<file path="src/rtl/z80_io_pkg.sv">
// Shared constants for the Z80 I/O bus initiator: opcodes,
// bus-cycle state encoding and the "no data" read value.
package z80_io_pkg;

  localparam logic [1:0] OP_WR     = 2'b00;
  localparam logic [1:0] OP_RD     = 2'b01;
  localparam logic [1:0] OP_INTACK = 2'b10;

  typedef logic [2:0] state_t;

  localparam state_t S_IDLE = 3'd0;
  localparam state_t S_T1   = 3'd1;
  localparam state_t S_T2   = 3'd2;
  localparam state_t S_TW   = 3'd3;
  localparam state_t S_T3   = 3'd4;

  // Returned when a read/intack sees no oe_n (sliced to DWID).
  localparam logic [31:0] NO_DATA = '1;

endpackage

</file>
<file path="src/rtl/z80_io_sync.sv">
// Two-flop synchronizer, synchronous active-low reset to 0.
// Ports: clk, reset_n, d (async in), q (synchronized out).
module z80_io_sync (
  input  logic clk,
  input  logic reset_n,
  input  logic d,
  output logic q
);

  logic s1;

  always_ff @(posedge clk) begin
    if (!reset_n) begin
      s1 <= 1'b0;
      q  <= 1'b0;
    end else begin
      s1 <= d;
      q  <= s1;
    end
  end

endmodule

</file>
<file path="src/rtl/z80_io_master.sv">
// Z80-style I/O bus initiator: write, read and intack cycles
// from a cmd/rsp interface. Ports: clk, reset_n (sync, low),
// cmd_* (request), rsp_* (completion), bus_* / strobes (bus),
// int_n -> irq_pending. Option: Z80_IO_AUTO_INTACK_EN.
module z80_io_master
  import z80_io_pkg::*;
#(
  parameter int DWID     = 8,
  parameter int AWID     = 8,
  parameter int WAIT_CYC = 1
) (
  input  logic            clk,
  input  logic            reset_n,
  input  logic            cmd_valid,
  output logic            cmd_ready,
  input  logic [1:0]      cmd_op,
  input  logic [AWID-1:0] cmd_addr,
  input  logic [DWID-1:0] cmd_wdata,
  output logic            rsp_valid,
  output logic [1:0]      rsp_op,
  output logic [DWID-1:0] rsp_data,
  output logic            rsp_err,
  output logic [AWID-1:0] bus_addr,
  output logic [DWID-1:0] bus_dout,
  output logic            bus_doe,
  input  logic [DWID-1:0] bus_din,
  input  logic            oe_n,
  output logic            iorq_n,
  output logic            rd_n,
  output logic            wr_n,
  output logic            m1_n,
  input  logic            int_n,
  output logic            irq_pending
);

  localparam int TWL = (WAIT_CYC > 0) ? WAIT_CYC - 1 : 0;

  state_t          state;
  state_t          nxt;
  logic [3:0]      tw_cnt;
  logic [1:0]      op;
  logic            cap;
  logic [DWID-1:0] cap_data;
  logic [1:0]      hold;
  logic            alive;
  logic            irq_s;
  logic            accept;
  logic            start_auto;
  logic            go;
  logic [1:0]      go_op;
  logic [1:0]      nop;
  logic            str;
  logic            busy;
  logic            win;

  z80_io_sync u_sync (
    .clk     (clk),
    .reset_n (reset_n),
    .d       (!int_n),
    .q       (irq_s)
  );

  // Holdoff masks the stale request while int_n release
  // travels through the synchronizer.
  assign irq_pending = irq_s && (hold == 2'd0);

`ifdef Z80_IO_AUTO_INTACK_EN
  assign cmd_ready  = alive && (state == S_IDLE) && !irq_pending;
  assign start_auto = alive && (state == S_IDLE) && irq_pending;
`else
  assign cmd_ready  = alive && (state == S_IDLE);
  assign start_auto = 1'b0;
`endif

  assign accept = cmd_valid && cmd_ready;
  assign go     = accept || start_auto;
  assign go_op  = start_auto ? OP_INTACK : cmd_op;

  always_comb begin
    nxt = state;
    unique case (1'b1)
      (state == S_IDLE): if (go) nxt = S_T1;
      (state == S_T1):   nxt = S_T2;
      (state == S_T2):   nxt = (WAIT_CYC == 0) ? S_T3 : S_TW;
      (state == S_TW):   if (tw_cnt == TWL[3:0]) nxt = S_T3;
      (state == S_T3):   nxt = S_IDLE;
      default:           nxt = S_IDLE;
    endcase
  end

  // Strobes are registered from the next state, so the op in
  // effect next cycle is the one being accepted now.
  assign nop  = (state == S_IDLE) ? go_op : op;
  assign str  = (nxt == S_T2) || (nxt == S_TW);
  assign busy = (nxt != S_IDLE);
  assign win  = (state == S_T2) || (state == S_TW) ||
                (state == S_T3);

  always_ff @(posedge clk) begin
    if (!reset_n) begin
      state     <= S_IDLE;
      alive     <= 1'b0;
      tw_cnt    <= '0;
      op        <= OP_WR;
      cap       <= 1'b0;
      cap_data  <= '0;
      hold      <= '0;
      bus_addr  <= '0;
      bus_dout  <= '0;
      bus_doe   <= 1'b0;
      iorq_n    <= 1'b1;
      rd_n      <= 1'b1;
      wr_n      <= 1'b1;
      m1_n      <= 1'b1;
      rsp_valid <= 1'b0;
      rsp_op    <= '0;
      rsp_data  <= '0;
      rsp_err   <= 1'b0;
    end else begin
      alive <= 1'b1;
      state <= nxt;
      if (go) begin
        op  <= go_op;
        cap <= 1'b0;
        bus_addr <= start_auto ? '0 : cmd_addr;
        bus_dout <= start_auto ? '0 : cmd_wdata;
      end
      if (state == S_T2)
        tw_cnt <= '0;
      else if (state == S_TW)
        tw_cnt <= tw_cnt + 4'd1;
      iorq_n  <= !str;
      rd_n    <= !(str && (nop != OP_WR));
      wr_n    <= !(str && (nop == OP_WR));
      m1_n    <= !(busy && (nop == OP_INTACK));
      bus_doe <= busy && (nop == OP_WR);
      if (win && !oe_n && !cap) begin
        cap      <= 1'b1;
        cap_data <= bus_din;
      end
      rsp_valid <= (state == S_T3);
      if (state == S_T3) begin
        rsp_op <= op;
        if (cap) begin
          rsp_data <= cap_data;
          rsp_err  <= 1'b0;
        end else if (!oe_n) begin
          rsp_data <= bus_din;
          rsp_err  <= 1'b0;
        end else begin
          rsp_data <= NO_DATA[DWID-1:0];
          rsp_err  <= (op != OP_WR);
        end
      end
      if ((state == S_T3) && (op == OP_INTACK))
        hold <= 2'd3;
      else if (hold != 2'd0)
        hold <= hold - 2'd1;
    end
  end

endmodule

</file>
<file path="config.mk">
export PLATFORM = sky130hd
export DESIGN_NAME = z80_io_master
export DESIGN_NICKNAME = d
export VERILOG_FILES = /design/src/rtl/z80_io_pkg.sv /design/src/rtl/z80_io_sync.sv /design/src/rtl/z80_io_master.sv
export SDC_FILE = /design/constraint.sdc
export NUM_CORES = 1
export LEC_CHECK = 0
export BUFFER_PORTS_ARGS = -buffer_cell sky130_fd_sc_hd__clkbuf_2
export CAP_MARGIN = 10
export CORE_UTILIZATION = 47
export DETAILED_ROUTE_END_ITERATION = 7
export PLACE_DENSITY = 0.76
export SLEW_MARGIN = 40
export SYNTH_ARGS = -nofsm -noshare
export SYNTH_HDL_FRONTEND = slang
export SYNTH_SLANG_ARGS = --single-unit
</file>
<file path="constraint.sdc">
create_clock -name clk -period 1.7 [get_ports clk]
set_clock_uncertainty 0.15 [all_clocks]
set_input_delay 0.255 -clock clk [delete_from_list [all_inputs] [get_ports clk]]
set_output_delay 0.255 -clock clk [all_outputs]
set_load 0.01 [all_outputs]
</file>
==> results of run 1 <==
## kinds of logic (layout without fill, tap and decap cells)
family,after synthesis,in the layout
buffers and inverters,29,96
XOR/XNOR,1,1
AO/OA/AOI/OAI,51,51
multiplexers,19,19
adder cells (fa/ha/maj),3,3
flip-flops,56,56
AND/OR/NAND/NOR,112,112
## worst register-to-register path: stages, from the launching register on
cell,delay (ns)
dfxtp_2,0.41
or3b_4,0.39
or4b_1,0.46
a21oi_1,0.14
## synthesized netlist by cell type
cell type / count / area share
nor4bb_1: 2 / 0.0083
nor3b_1: 1 / 0.0031
o211ai_1: 1 / 0.0031
o311ai_0: 8 / 0.029
a32oi_1: 1 / 0.0036
buf_2: 3 / 0.0062
o2111ai_1: 8 / 0.029
nor2_8: 1 / 0.0083
buf_6: 2 / 0.0093
a21oi_1: 14 / 0.029
nand2_1: 63 / 0.098
o41ai_1: 1 / 0.0036
nor2b_1: 3 / 0.0078
mux2i_1: 19 / 0.079
nor3_1: 3 / 0.0062
ha_1: 3 / 0.016
nor3b_2: 1 / 0.0052
a21boi_0: 2 / 0.0062
nand3_1: 11 / 0.023
inv_1: 7 / 0.011
o21ai_0: 4 / 0.0083
o21a_1: 3 / 0.0093
buf_8: 1 / 0.0062
clkbuf_1: 16 / 0.025
nor2_1: 6 / 0.0093
nand2b_1: 12 / 0.031
and3_1: 2 / 0.0052
and2_1: 3 / 0.0078
xnor2_1: 1 / 0.0036
o221ai_1: 8 / 0.029
a211oi_1: 1 / 0.0031
dfxtp_1: 56 / 0.46
or4b_1: 1 / 0.0041
or3b_4: 1 / 0.0047
nand4b_1: 1 / 0.0036
or3_1: 1 / 0.0026
## stage by stage
step	power, mW	setup TNS [ns]	instances	setup slack [ns]
2_1_floorplan	1.76	0	271	0.0202
3_3_place_gp	1.89	0	396	0.0977
3_5_place_dp	1.91	0	396	0.0754
4_1_cts	2.62	-0.00315	405	-0.00315
5_1_grt	2.75	0	405	0.00494
6_report	2.60	0	405	0.0802
## area by class of cell
class | count | share of cell area
clock buffers | 5 | 0.0231
clock inverters | 3 | 0.00631
repair buffers | 81 | 0.160
flip-flops and latches | 56 | 0.378
inverters | 7 | 0.00884
multi-input cells | 186 | 0.395
well taps | 67 | 0.0282
## per-layer routing
layer,GRT usage,part of all wire,vias to the layer above
li1,-,-,1082
met1,0.254,0.45,995
met2,0.326,0.50,38
met3,0.0466,0.031,7
met4,0.0748,0.017,0
met5,0,0,-
## power by group through the flow
stage,Sequential [mW],Clock [mW],Combinational (mW)
after detailed placement,1.46,0,0.447
after CTS,1.43,0.737,0.453
after global routing,1.44,0.801,0.503
after floorplan,1.47,0,0.294
after global placement,1.45,0,0.434
final,1.43,0.718,0.454
## registers in the layout (all words and copies together) (netlist names), 2 cells and up
name	cells
bus_addr	8
bus_dout	8
cap_data	8
hold	2
op	2
rsp_data	8
rsp_op	2
state	3
tw_cnt	4
## worst max path at each step
stage | from | to | slack, ns | cells after the start
after floorplan | state[1] | bus_addr[2] | 0.02 | 6
after detailed placement | state[2] | rsp_err | 0.08 | 3
final | state[2] | rsp_err | 0.08 | 3
after global placement | state[2] | rsp_err | 0.1 | 3
after CTS | state[1] | cmd_ready | -0.003 | 4
after global routing | state[2] | rsp_err | 0.005 | 3
## timing repair
item	CTS	global route
buffers inserted	0	0
gates resized for setup	1	7
hold endpoints to repair	1	0
pin swaps	0	1
endpoints found under the setup margin	1	3
hold buffers	1	0
==> results.yml, run 1 <==
final_layout:
  n_fill_cell: 445
  final_core_util: 0.613
  area_growth_pct: 23.0
  fin_area_sq_mm: 0.00297
  final-seq-area_sq_mm: 0.00112
  final_common_cell: "clkbuf_2"
  most-common-layout-cells: "clkbuf_2, nand2_1, dfxtp_1"
  multi_input_comb_area_sq_mm: 0.00117
  drive_gt1_frac: 0.284
  diodes: 0
  fin_nets: 371
setup_path:
  r2r_cells: 3
  cp_cell_sequence: "or3b_4 > or4b_1 > a21oi_1"
  ff2ff_setup_slack_ns: 0.08
  worst-path-buf-inv: 0
  slowest_stage: "or4b_1"
  timing.rr.start: "state[2]"
  cp_max_fo: 8
  r2r-end: "rsp_err"
  startpoint_type: "flip-flop"
  cp_top_family: "simple AND/OR/NAND/NOR gates"
  worstSetupEndpointType: "flip-flop"
  cp_data_required_time_ns: 1.79
  critical_path_class: "flip-flop to flip-flop"
  cp_data_arrival_time_ns: 1.71
  cpPeakStageDelay_ns: 0.46
synth:
  ys_types: 36
  ys_seq_area_frac: 0.464
  yosys.area_share.simple: 0.228
  synth_xor_area_frac: 0.00362
  synth_compound_area_frac: 0.153
  syn_inst: 271
  yosys_warnings: 0
  synth.avg_cell_area_sq_um: 8.92
  synth_fa_ha_area_frac: 0.0155
  syn_nets: 305
  synth_area_sq_mm: 0.00242
  synth_top_family_by_area: "simple AND/OR/NAND/NOR gates"
  muxShareOfSynthArea: 0.0787
  ys_ff_latch: 56
placed_design:
  port_buffers: 65
  placed_area_sq_mm: 0.00285
  dp_hpwl_um: 3530
  routabilityCongestion: 0.737
sta:
  setup_viol: 0
  relSlewSlack: 0.620
  fin_hold_ws_ns: 0.00942
  hold_violations: 0
  max_clock_freq_ghz: 0.617
  rsz0062_at_grt: "no"
  min_period_ns: 1.62
  maxSlewViolCount: 0
  tightestPinTransition_ns: 0.562
  fin_crit_sh: 0.953
drt:
  wire_per_inst_um: 12.3
  wl_um: 4980
  drc_errors: 0
  drt_iter0_markers: 123
  via_per_inst: 5.24
  ant_nets: 0
  vias: 2122
  drt_first_pass_iters: 4
power:
  p_sw_frac: 0.273
  ir_drop_uv: 359
  power.net_switching_uw: 710
  p_clk_frac: 0.276
  cellPowerDensity_mw_per_mm2: 875
  seqPwrFrac: 0.549
  power.leakage_nw: 1.22
  internal-power_mw: 1.89
  p_comb_frac: 0.174
floorplan:
  die_y_um: 73.7
  die_w_um: 73.7
  ios: 66
  dieArea_sq_mm: 0.00543
  coreArea_sq_mm: 0.00485
  rows: 25
  start_util: 0.499
status:
  status: "finished clean"
clock_tree:
  cts.sinks: 56
  cts_htree_levels: 2
  path_clk_slew_ns: 0.10
  clk_path_buf_depth: 2
  numCtsBuffers: 5
  root_buffer: "clkbuf_8"
  cts_tree: "built"
  clock_latency_ns: 0.31
global_route:
  grt_overflow: 0
  grt_pass1_vias: 1878
  antenna_found_initial: 0
  grt_max_degree: 42
  track_usage: 0.199
  grt_pass1_wl_um: 8270
min_path:
  hold_depth: 3
  hold_path_class: "primary input to flip-flop"
  hp-start: "cmd_addr[1]"
  hold_path_end: "bus_addr[1]"
run:
  cap_viol_max_count: 0
(Power assumes the default switching activity.)
==> run 2: changes to the inputs <==
--- a/config.mk
+++ b/config.mk
@@ -10,6 +10,7 @@
 export CORE_UTILIZATION = 47
 export DETAILED_ROUTE_END_ITERATION = 7
 export PLACE_DENSITY = 0.76
+export REMOVE_ABC_BUFFERS = 1
 export SLEW_MARGIN = 40
 export SYNTH_ARGS = -nofsm -noshare
 export SYNTH_HDL_FRONTEND = slang
==> run 2 against run 1 <==
Against the previous run:
- worst hold slack barely moved
- critical path type unchanged
- critical endpoint is now bus_addr[7]
- worst setup slack got worse by 0.038 ns
- total power rose by 6.8%
- non-clock buffer count did not move
==> results.yml, run 2 (synthesis results as in run 1) <==
clock_tree:
  numCtsBuffers: 5
  post-cts-setup-buffers: 0
  cts_tree: "built"
  cts_htree_levels: 2
  clock_latency_ns: 0.32
  clk_path_buf_depth: 2
  cts.sinks: 56
  root_buffer: "clkbuf_8"
  path_clk_slew_ns: 0.09
setup_path:
  critical_path_class: "flip-flop to flip-flop"
  startpoint_type: "flip-flop"
  cp_data_arrival_time_ns: 1.75
  worstSetupEndpointType: "flip-flop"
  cp_data_required_time_ns: 1.79
  cp_max_fo: 16
global_route:
  grt_pass1_vias: 1771
  top_usage_layer: "met2"
  grt_max_degree: 33
  track_usage: 0.186
  grtUsageMet3: 0.0549
  antenna_found_initial: 0
  met1_usage: 0.215
  grt_pass1_wl_um: 7710
  grt_overflow: 0
  met2_usage: 0.318
floorplan:
  dieArea_sq_mm: 0.00543
  coreArea_sq_mm: 0.00485
  die_y_um: 73.7
  start_util: 0.499
  rows: 25
  ios: 66
  die_w_um: 73.7
drt:
  wl_um: 4910
  via_per_inst: 5.11
  drt_first_pass_iters: 4
  vias: 2068
  ant_nets: 0
  wire_per_inst_um: 12.1
  drt_iter0_markers: 121
  drc_errors: 0
placed_design:
  port_buffers: 65
  dp_hpwl_um: 3380
  placed_area_sq_mm: 0.00285
  place_inst: 396
  preCtsSetupSlack_ns: 0.0430
  routabilityCongestion: 0.765
final_layout:
  final_common_cell: "clkbuf_2"
  fin_cells: 405
  most-common-layout-cells: "clkbuf_2, nand2_1, dfxtp_1"
  diodes: 0
  area_growth_pct: 24.2
  final_core_util: 0.619
  drive_gt1_frac: 0.287
  n_fill_cell: 428
  fin_area_sq_mm: 0.00300
  fin_nets: 371
sta:
  fin_hold_ws_ns: 0.00976
  max_clock_freq_ghz: 0.603
  min_period_ns: 1.66
  hold_violations: 0
  maxSlewViolCount: 0
  fin_crit_sh: 0.975
  relSlewSlack: 0.668
  rsz0062_at_grt: "yes"
  tightestPinTransition_ns: 0.498
  setup_viol: 0
  worst_slack_ns: 0.0424
min_path:
  hold_path_class: "primary input to flip-flop"
run:
  cap_viol_max_count: 0
power:
  ir_drop_uv: 488
  power.leakage_nw: 1.23
  cellPowerDensity_mw_per_mm2: 925
status:
  status: "finished clean"
## run 2: final cells by class
class	instances	area, sq um	area share
well taps	67	83.8	0.0279
flip-flops and latches	56	1120	0.375
repair buffers	81	473	0.158
inverters	7	26.3	0.00875
clock inverters	3	46.3	0.0154
multi-input cells	186	1180	0.393
clock buffers	5	68.8	0.0229
## run 2: final timing paths
kind	start	endpoint	slack, ns	cells after the start
worst max-delay path	state[0]	bus_addr[7]	0.04	4
worst min-delay path	cmd_addr[2]	bus_addr[2]	0.01	3
worst max register to register	state[0]	bus_addr[7]	0.04	4
worst min register to register	u_sync.s1	u_sync.q	0.30	1
## run 2: what timing repair did
item	CTS	global route
gates resized for setup	4	3
hold buffers	1	0
hold endpoints to repair	1	0
setup endpoints to repair	1	8
pin swaps	1	0
## run 2: where the power goes
| group | internal (mW) | switching [mW] |
|---|---|---|
| Combinational | 0.214 | 0.235 |
| Clock | 0.444 | 0.447 |
| Sequential | 1.39 | 0.0470 |
| Total | 2.05 | 0.729 |
## run 2: metal layers
metal  vias to the layer above  part of all wire
met3                         8             0.059
met5                         -                 0
met4                         0             0.016
met2                        74              0.47
met1                       911              0.46
li1                       1075                 -
## run 2: critical path, cell delays in order (launching register included)
cell	delay [ns]
dfxtp_1	0.40
or3_1	0.50
nor2_8	0.16
buf_12	0.17
mux2i_1	0.20
## run 2: per-stage QoR
stage / power [mW] / setup TNS [ns]
after floorplan: 1.71 / -1.81
after global placement: 1.89 / 0
after detailed placement: 1.91 / 0
after CTS: 2.80 / 0
after global routing: 2.91 / -0.0294
final: 2.78 / 0
==> run 3: changes to the inputs <==
--- a/config.mk
+++ b/config.mk
@@ -5,11 +5,11 @@
 export SDC_FILE = /design/constraint.sdc
 export NUM_CORES = 1
 export LEC_CHECK = 0
-export BUFFER_PORTS_ARGS = -buffer_cell sky130_fd_sc_hd__clkbuf_2
 export CAP_MARGIN = 10
-export CORE_UTILIZATION = 47
+export CORE_UTILIZATION = 56
 export DETAILED_ROUTE_END_ITERATION = 7
-export PLACE_DENSITY = 0.76
+export DONT_BUFFER_PORTS = 1
+export PLACE_DENSITY = 0.74
 export REMOVE_ABC_BUFFERS = 1
 export SLEW_MARGIN = 40
 export SYNTH_ARGS = -nofsm -noshare
==> run 3 against run 2 <==
Against the previous run:
- fmax up 1.7%
- total power shrank 6.2%
- largest cell class unchanged
- non-clock buffer count is 39 lower
- final area is 3.6% lower
- clock-buffer cell count up 1
- routed wire length grew 5.6%
- final cell count down 14%
- worst setup slack improved by 0.028 ns
- largest power group unchanged
- highest routed layer unchanged
- sequential cell count unchanged
- via count is 3.6% lower
==> results.yml, run 3 (synthesis results as in run 1) <==
drt:
  drc_errors: 0
  drt_iter0_markers: 169
  drt_first_pass_iters: 4
  wire_per_inst_um: 14.8
  vias: 1993
  via_per_inst: 5.71
  ant_nets: 0
  wl_um: 5180
setup_path:
  r2r-end: "rsp_err"
  cp_data_required_time_ns: 1.79
  critical_path_class: "flip-flop to flip-flop"
  startpoint_type: "flip-flop"
  ff2ff_setup_slack_ns: 0.07
  worstSetupEndpointType: "flip-flop"
  cp_data_arrival_time_ns: 1.72
  cp_max_fo: 8
  timing.rr.start: "state[2]"
  r2r_cells: 3
clock_tree:
  cts.sinks: 56
  cts_htree_levels: 2
  numCtsBuffers: 5
  clock_latency_ns: 0.31
  cts_tree: "built"
  clk_path_buf_depth: 2
  path_clk_slew_ns: 0.09
  root_buffer: "clkbuf_8"
sta:
  fin_crit_sh: 0.958
  maxSlewViolCount: 0
  rsz0062_at_grt: "no"
  tightestPinTransition_ns: 0.493
  min_period_ns: 1.63
  relSlewSlack: 0.671
  fin_hold_ws_ns: 0.00370
  hold_violations: 0
  setup_viol: 0
  max_clock_freq_ghz: 0.614
placed_design:
  dp_hpwl_um: 2950
  place_inst: 313
  placed_area_sq_mm: 0.00250
  routabilityCongestion: 0.701
  port_buffers: 0
floorplan:
  rows: 23
  dieArea_sq_mm: 0.00458
  start_util: 0.592
  die_w_um: 67.7
  ios: 66
  die_y_um: 67.7
  coreArea_sq_mm: 0.00409
power:
  power.leakage_nw: 1.05
  internal-power_mw: 1.93
  p_sw_frac: 0.261
  cellPowerDensity_mw_per_mm2: 900
  power.net_switching_uw: 679
  ir_drop_uv: 654
  p_clk_frac: 0.286
  seqPwrFrac: 0.559
  p_comb_frac: 0.155
status:
  status: "finished clean"
final_layout:
  drive_gt1_frac: 0.100
  fin_cells: 349
  area_growth_pct: 19.7
  multi_input_comb_area_sq_mm: 0.00117
  final_core_util: 0.708
  final_common_cell: "nand2_1"
  n_fill_cell: 317
  final-seq-area_sq_mm: 0.00112
  fin_area_sq_mm: 0.00289
  most-common-layout-cells: "nand2_1, dfxtp_1, dlygate4sd3_1"
  diodes: 0
  fin_nets: 332
global_route:
  grt_max_degree: 61
  grt_pass1_vias: 1828
  antenna_found_initial: 0
  grt_pass1_wl_um: 8160
  grt_overflow: 0
  track_usage: 0.241
min_path:
  hold_path_end: "cap_data[3]"
  hold_depth: 2
  hp-start: "bus_din[3]"
  hold_path_class: "primary input to flip-flop"
run:
  cap_viol_max_count: 0
==> run 3: cell count changes in the layout (fill, tap and decap cells not counted), sizes merged <==
cell,before,now
inv,8,7
clkinvlp,1,0
bufinv,1,0
dlygate4sd3,1,27
clkbuf,70,6
clkinv,0,2
==> run 3: worst max path at each step <==
stage                         from          end  slack [ns]  cells after the start
final                     state[2]      rsp_err        0.07                      3
after global routing      state[2]      rsp_err        0.01                      3
after CTS                 state[2]      rsp_err        0.06                      3
after detailed placement  state[2]      rsp_err        0.07                      3
after global placement    state[2]      rsp_err         0.1                      3
after floorplan           state[2]  rsp_data[0]       -0.17                      3
==> run 3: per-stage QoR <==
step	setup slack (ns)	setup TNS, ns	power, mW
floorplan	-0.174	-1.81	1.71
global placement	0.0962	0	1.80
CTS	0.0558	0	2.61
detailed placement	0.0728	0	1.81
finish	0.0708	0	2.60
global route	0.0133	0	2.73
==> run 3: routing by layer <==
layer / vias to the layer above / wire [um] / track usage
met5: - / 0 / 0
met4: 0 / 61 / 0.0904
met3: 6 / 347 / 0.0726
met2: 67 / 2360 / 0.415
met1: 916 / 2420 / 0.277
li1: 1004 / - / -
==> run 3: final cells by class <==
cell class	count	area share
Clock buffer	6	0.0285
Clock inverter	2	0.00346
Inverter	7	0.00908
Multi-Input combinational cell	186	0.404
Sequential cell	56	0.388
Tap cell	50	0.0216
Timing Repair Buffer	42	0.145
==> run 3: worst max-delay path: stages (launching register included) <==
cell and delay [ns]:
dfxtp_2 0.40, or3b_4 0.40, or4b_1 0.46, a21oi_1 0.15
==> run 3: timing repair <==
item                                    4_1_cts  5_1_grt
setup buffers                                 0        0
endpoints found under the hold margin        38        0
endpoints found under the setup margin        0        6
resized for setup                             0        4
hold buffers                                 28        0
==> run 3: power by group through the flow <==
stage | registers (mW) | logic [mW] | clock network, mW
after floorplan | 1.48 | 0.233 | 0
after global placement | 1.48 | 0.315 | 0
after detailed placement | 1.49 | 0.324 | 0
after CTS | 1.46 | 0.400 | 0.758
after global routing | 1.47 | 0.450 | 0.807
final | 1.46 | 0.404 | 0.744
